--- src/rtl/ahb_to_fpga_mem.sv ---
// ahb_to_fpga_mem: zero-wait AHB-Lite slave driving a one-cycle-latency byte-lane block RAM
// Writes are parked in a one-entry buffer and drained on the next cycle without a read.
module ahb_to_fpga_mem #(
    parameter int AW = 16
) (
    input  logic          HCLK,
    input  logic          HRESETn,
    input  logic          HSEL,
    input  logic [AW-1:0] HADDR,
    input  logic [1:0]    HTRANS,
    input  logic [2:0]    HSIZE,
    input  logic          HWRITE,
    input  logic          HREADY,
    input  logic [31:0]   HWDATA,
    output logic          HREADYOUT,
    output logic          HRESP,
    output logic [31:0]   HRDATA,
    output logic [AW-3:0] MEMADDR,
    output logic [31:0]   MEMWDATA,
    output logic [3:0]    MEMWREN,
    output logic          MEMCS,
    input  logic [31:0]   MEMRDATA
);
    typedef enum logic [1:0] {IDLE, ERR1, ERR2} state_t;
    state_t state, state_nxt;
    logic accept, legal, rd_ap, wr_ap, flush, load, hit;
    logic wr_dphase, rd_dphase, buf_valid;
    logic [3:0] strb, wr_strb, buf_strb;
    logic [AW-3:0] wr_addr, rd_addr, buf_addr;
    logic [31:0] buf_data;

    assign accept = HRESETn & HSEL & HREADY & HTRANS[1];
    assign legal = (HSIZE == 3'd0) | (HSIZE == 3'd1 & ~HADDR[0]) | (HSIZE == 3'd2 & HADDR[1:0] == 2'b00);
    assign strb = HSIZE == 3'd0 ? 4'b0001 << HADDR[1:0] : HSIZE == 3'd1 ? (HADDR[1] ? 4'b1100 : 4'b0011) : 4'b1111;
    assign rd_ap = accept & legal & ~HWRITE;
    assign wr_ap = accept & legal & HWRITE;
    // A read address phase owns the port; otherwise any buffered write drains
    assign flush = HRESETn & buf_valid & ~rd_ap;
    assign load = wr_dphase & HREADY;
    assign hit = buf_valid & (buf_addr == rd_addr);
    assign state_nxt = state == ERR1 ? ERR2 : (accept & ~legal) ? ERR1 : IDLE;

    assign MEMCS = rd_ap | flush;
    assign MEMADDR = rd_ap ? HADDR[AW-1:2] : buf_addr;
    assign MEMWREN = flush ? buf_strb : 4'b0000;
    assign MEMWDATA = buf_data;

    always_comb begin
        HRDATA = '0;
        for (int i = 0; i < 4; i++)
            HRDATA[8*i +: 8] = ~rd_dphase ? 8'h00 : (hit & buf_strb[i]) ? buf_data[8*i +: 8] : MEMRDATA[8*i +: 8];
    end

    always_ff @(posedge HCLK) begin
        if (!HRESETn) begin
            state     <= IDLE;
            HREADYOUT <= 1'b1;
            HRESP     <= 1'b0;
            wr_dphase <= 1'b0;
            rd_dphase <= 1'b0;
            buf_valid <= 1'b0;
            wr_addr   <= '0;
            wr_strb   <= '0;
            rd_addr   <= '0;
            buf_addr  <= '0;
            buf_strb  <= '0;
            buf_data  <= '0;
        end else begin
            state     <= state_nxt;
            HREADYOUT <= state_nxt != ERR1;
            HRESP     <= state_nxt != IDLE;
            if (HREADY) begin
                wr_dphase <= wr_ap;
                rd_dphase <= rd_ap;
            end
            if (wr_ap) begin
                wr_addr <= HADDR[AW-1:2];
                wr_strb <= strb;
            end
            if (rd_ap)
                rd_addr <= HADDR[AW-1:2];
            // A load on the same edge as a flush keeps the buffer full with the new write
            buf_valid <= load | (buf_valid & ~flush);
            if (load) begin
                buf_addr <= wr_addr;
                buf_strb <= wr_strb;
                buf_data <= HWDATA;
            end
        end
    end
endmodule

--- config.mk ---
export PLATFORM = sky130hd
export DESIGN_NAME = ahb_to_fpga_mem
export DESIGN_NICKNAME = d
export VERILOG_FILES = /design/src/rtl/ahb_to_fpga_mem.sv
export SDC_FILE = /design/constraint.sdc
export NUM_CORES = 1
export LEC_CHECK = 0
export CORE_MARGIN = 3
export CORE_UTILIZATION = 40
export CTS_BUF_LIST = sky130_fd_sc_hd__clkbuf_4 sky130_fd_sc_hd__clkbuf_8
export CTS_CLUSTER_DIAMETER = 50
export DETAILED_ROUTE_END_ITERATION = 12
export GPL_TIMING_DRIVEN = 0
export PLACE_DENSITY = 0.73
export SLEW_MARGIN = 0
export SYNTH_ARGS = -nofsm -noshare
export SYNTH_HDL_FRONTEND = slang
export SYNTH_SLANG_ARGS = --single-unit
--- constraint.sdc ---
create_clock -name HCLK -period 2.5 [get_ports HCLK]
set_input_delay 0.5 -clock HCLK [delete_from_list [all_inputs] [get_ports HCLK]]
set_output_delay 0.5 -clock HCLK [all_outputs]
set_load 0.01 [all_outputs]
==> PnR_summary.wiki <==
{| class="wikitable"
! Metric !! Value
|-
| Result of the run || finished, violations left
|-
| Violations in the final reports || negative setup slack
|-
| Final weighted congestion of routability-driven global placement || 0.885
|-
| Slew Limit Headroom || 51.4%
|-
| Fill cell count || roughly 900
|-
| Die Outline Area || about 12,000 µm²
|-
| Post-synthesis async set-or-reset flop share || 0%
|-
| Number of buffers inserted for hold repair after clock tree synthesis || 0
|-
| Post-route antenna net violation count || 0
|-
| Global-route usage over all layers || roughly 25%
|-
| CTS root buffer || clkbuf_8
|-
| Number of rows in the core area || 37
|-
| Via count of the first global-routing pass || approximately 4,600
|-
| DRC errors left || 0
|-
| Finished Core Util || between 60% and 70%
|-
| CP required || approximately 2.0 ns
|-
| Cell-internal power || ~2300 µW
|-
| Final Max Tran Viols || 0
|-
| Final layout net count || 852
|-
| Antenna violations before repair || 0
|-
| Switch share || between 20 and 25%
|-
| Vias after detailed routing || 4,717
|-
| Cell Count Post-Placement || a little under 900
|-
| Clock latency on the worst-skew pair || approximately 0.36 ns
|-
| Routed length per placed instance || 17.0 µm
|-
| Wire length of the first global-routing pass || about 23 mm
|-
| Worst Hold Class || register to register
|-
| Switch Pwr || around 660 µW
|-
| Post-synthesis cell count || ~560
|-
| Count of cell types in the netlist || 35
|-
| Synthesis-stage register bit count || approximately 90
|-
| Startpoint type of the worst setup path || register
|-
| Endpoint type of the worst setup path || primary output
|-
| Share of total power in combinational logic || around a tenth
|-
| Initial drt markers || roughly 260
|-
| Post-synthesis cell area || around 4300 µm²
|-
| Number of buffers between clock root and the deepest sink || 2
|-
| Initial standard-cell utilization of the core || around 42%
|-
| Peak supply drop || between 0.0003 and 0.0004 V
|-
| Worst hold margin || between 0.4 and 0.5 ns
|-
| Period utilization || 105%
|-
| Layout cells sized above 1 || about 17%
|-
| TritonCTS clock tree || yes
|-
| Final hold violation count || 0
|-
| Count of flip-flops with a built-in enable after synthesis || 0
|-
| I/O pin total || between 150 and 200
|-
| Clock slew at reported path FFs || about 0.09 ns
|-
| 1st-pass router iterations || 5
|-
| Total grt overflow || 0
|-
| Total area of sequential cells || 1800 µm²
|-
| Number of cells in the finished layout apart from fillers || ~900
|-
| Multi-input combinational cell area || about 2500 µm²
|-
| Peak clock frequency supported by timing || 380 MHz
|-
| Detailed placer's ending HPWL || 11.2 mm
|-
| Diode count || 0
|-
| Width of the chip || ~110 µm
|-
| Yosys warnings || 0
|-
| Largest driver fanout on the critical path || 8
|-
| Slew at the pin closest to its max-slew limit || 0.726 ns
|-
| Placeable core area || 10,500 µm²
|-
| PortBufs || between 150 and 200
|-
| Die Span Y || around 110 µm
|-
| Endpoints failing setup || 32
|-
| Final period demand of the worst path || between 2 and 3 ns
|-
| Unrepaired setup endpoints after global routing || true
|-
| Post-Synthesis Net Count || between 600 and 700
|-
| Number of buffers inserted during clock tree synthesis || 9
|-
| Clock skew after layout || roughly 0.011 ns
|-
| Setup Crit Path Kind || register to primary output
|-
| Max_cap viols || 0
|-
| Pin count of the biggest net entering global routing || 16
|-
| Avg Vias per Cell || between 5 and 6
|-
| Leakage power total || 0.00235 µW
|-
| Sequential-to-total area share from yosys stat || about two fifths
|-
| Total power per unit cell area || between 400 and 500 nW/µm²
|-
| Avg Cell Area, Syn || between 7 and 8 µm²
|-
| Part of the power in the clock network || between 40% and 50%
|-
| Data arrival time of the critical path || about 2.1 ns
|-
| Share of total power in sequential cells || 48.8%
|-
| Synth Flop Type || dfxtp_1
|-
| Number of levels the H-tree was split into || 3
|-
| Routed wire length || 15.4 mm
|-
| Area overhead of the layout relative to synthesis || 53.6%
|-
| Post-route setup slack || -0.133 ns
|-
| Clk sinks || around 90
|}
## cell usage in the layout, fill, tap and decap left out, types with 4 or more instances in the layout
cell type        instances
nand2_1                183
clkdlybuf4s50_1        112
a21oi_1                 83
dfxtp_1                 77
buf_2                   35
mux2i_1                 31
nand3_1                 29
o21ai_0                 29
clkbuf_1                24
buf_4                   16
dlygate4sd2_1           14
xnor2_2                 13
clkbuf_8                12
o21ai_1                 12
dfxtp_2                 11
clkdlybuf4s15_1          7
clkbuf_2                 6
nand4_1                  4
nor4_4                   4
and4_1                   4
buf_1                    4
buf_12                   4
## metal layers
metal | wire length [µm] | vias to the layer above | GRT usage (%)
met5 | 0 | - | 0
met4 | 350 | 0 | 8.00
met3 | 1490 | 32 | 6.23
met2 | 7400 | 200 | 43.1
met1 | 6120 | 2169 | 29.5
li1 | - | 2316 | -
## synth_stat cells (2+ instances only)
library cell	number	area [µm²]
and4_1	4	35.0
o21bai_1	2	15.0
xnor2_2	11	179
o21ai_0	41	205
buf_1	4	15.0
nand2_1	184	691
o21ai_1	2	10.0
nand2b_1	2	12.5
nand3_1	29	145
clkbuf_1	34	128
nor2b_1	3	18.8
dfxtp_1	89	1780
nand4_1	4	25.0
nand4_2	3	37.5
nor4_4	4	85.1
nand4_4	2	42.5
mux2i_1	32	320
a21oi_1	83	415
nor2_1	3	11.3
a311oi_1	3	26.3
xnor2_1	3	26.3
o21a_1	2	15.0
buf_2	2	10.0
inv_1	2	7.51
## worst max-delay path: stages (launching register included)
cell	delay [ns]
dfxtp_4	0.38
xnor2_4	0.20
nand4_4	0.13
buf_6	0.17
nor4_4	0.31
buf_12	0.18
mux2i_2	0.23
buf_2	0.17
## power groups by stage
stage / sequential (µW) / clock, µW / combinational, µW
after detailed placement: 1460 / 0 / 262
after global placement: 1460 / 0 / 260
after global routing: 1420 / 1270 / 305
after CTS: 1420 / 1230 / 280
final: 1420 / 1210 / 289
after floorplan: 1460 / 0 / 70.8
## path summary, 6_finish.rpt
path                                   from  cells past startpoint           end  slack, ns
worst max register to register    wr_dphase                      5  MEMWDATA[20]       1.04
worst min-delay path             wr_addr[5]                      2   buf_addr[5]       0.44
worst min register to register   wr_addr[5]                      2   buf_addr[5]       0.44
worst max-delay path            buf_addr[1]                      7    HRDATA[24]      -0.13
## timing repair
item / CTS / global route
pin swaps: 21 / 13
gates cloned: 1 / 0
gates resized for setup: 225 / 26
setup buffers: 17 / 3
setup endpoints to repair: 51 / 50
## kinds of logic after synthesis
group           Yosys count  share of synthesized area [%]
flops                    89                           41.0
mux                      32                           7.37
compound gates          137                           16.6
buf+inv                  43                           3.86
simple gates            244                           26.4
xor+xnor                 14                           4.72
## layout make-up
class                      instances  area share, %
buffer                            40           3.19
clock buffer                      10           1.97
clock inverter                     6           1.74
inverter                           2          0.112
multi-input combinational        427           37.3
sequential                        89           27.0
tap                              136           2.55
timing repair buffer             193           26.2
## state kept, by name (all words and copies together), names as in the netlist
name and cells:
wr_dphase 1, wr_addr 14, buf_addr 14, buf_strb 4, wr_strb 4, buf_valid 1
state 2, HREADYOUT 1, HRESP 1, rd_addr 14, rd_dphase 1, MEMWDATA 32
## per-stage QoR
stage                     power, µW  TNS [ns]  cell area, µm²  setup WS [ns]
after global placement         1720    -35.17            6240          -1.17
final                          2920     -1.59            6670         -0.133
after CTS                      2930     -1.32            6630        -0.0917
after detailed placement       1720    -37.76            6240          -1.20
after global routing           3000     -4.79            6670         -0.222
after floorplan                1530         0            4340          0.332
(Power assumes the default switching activity.)
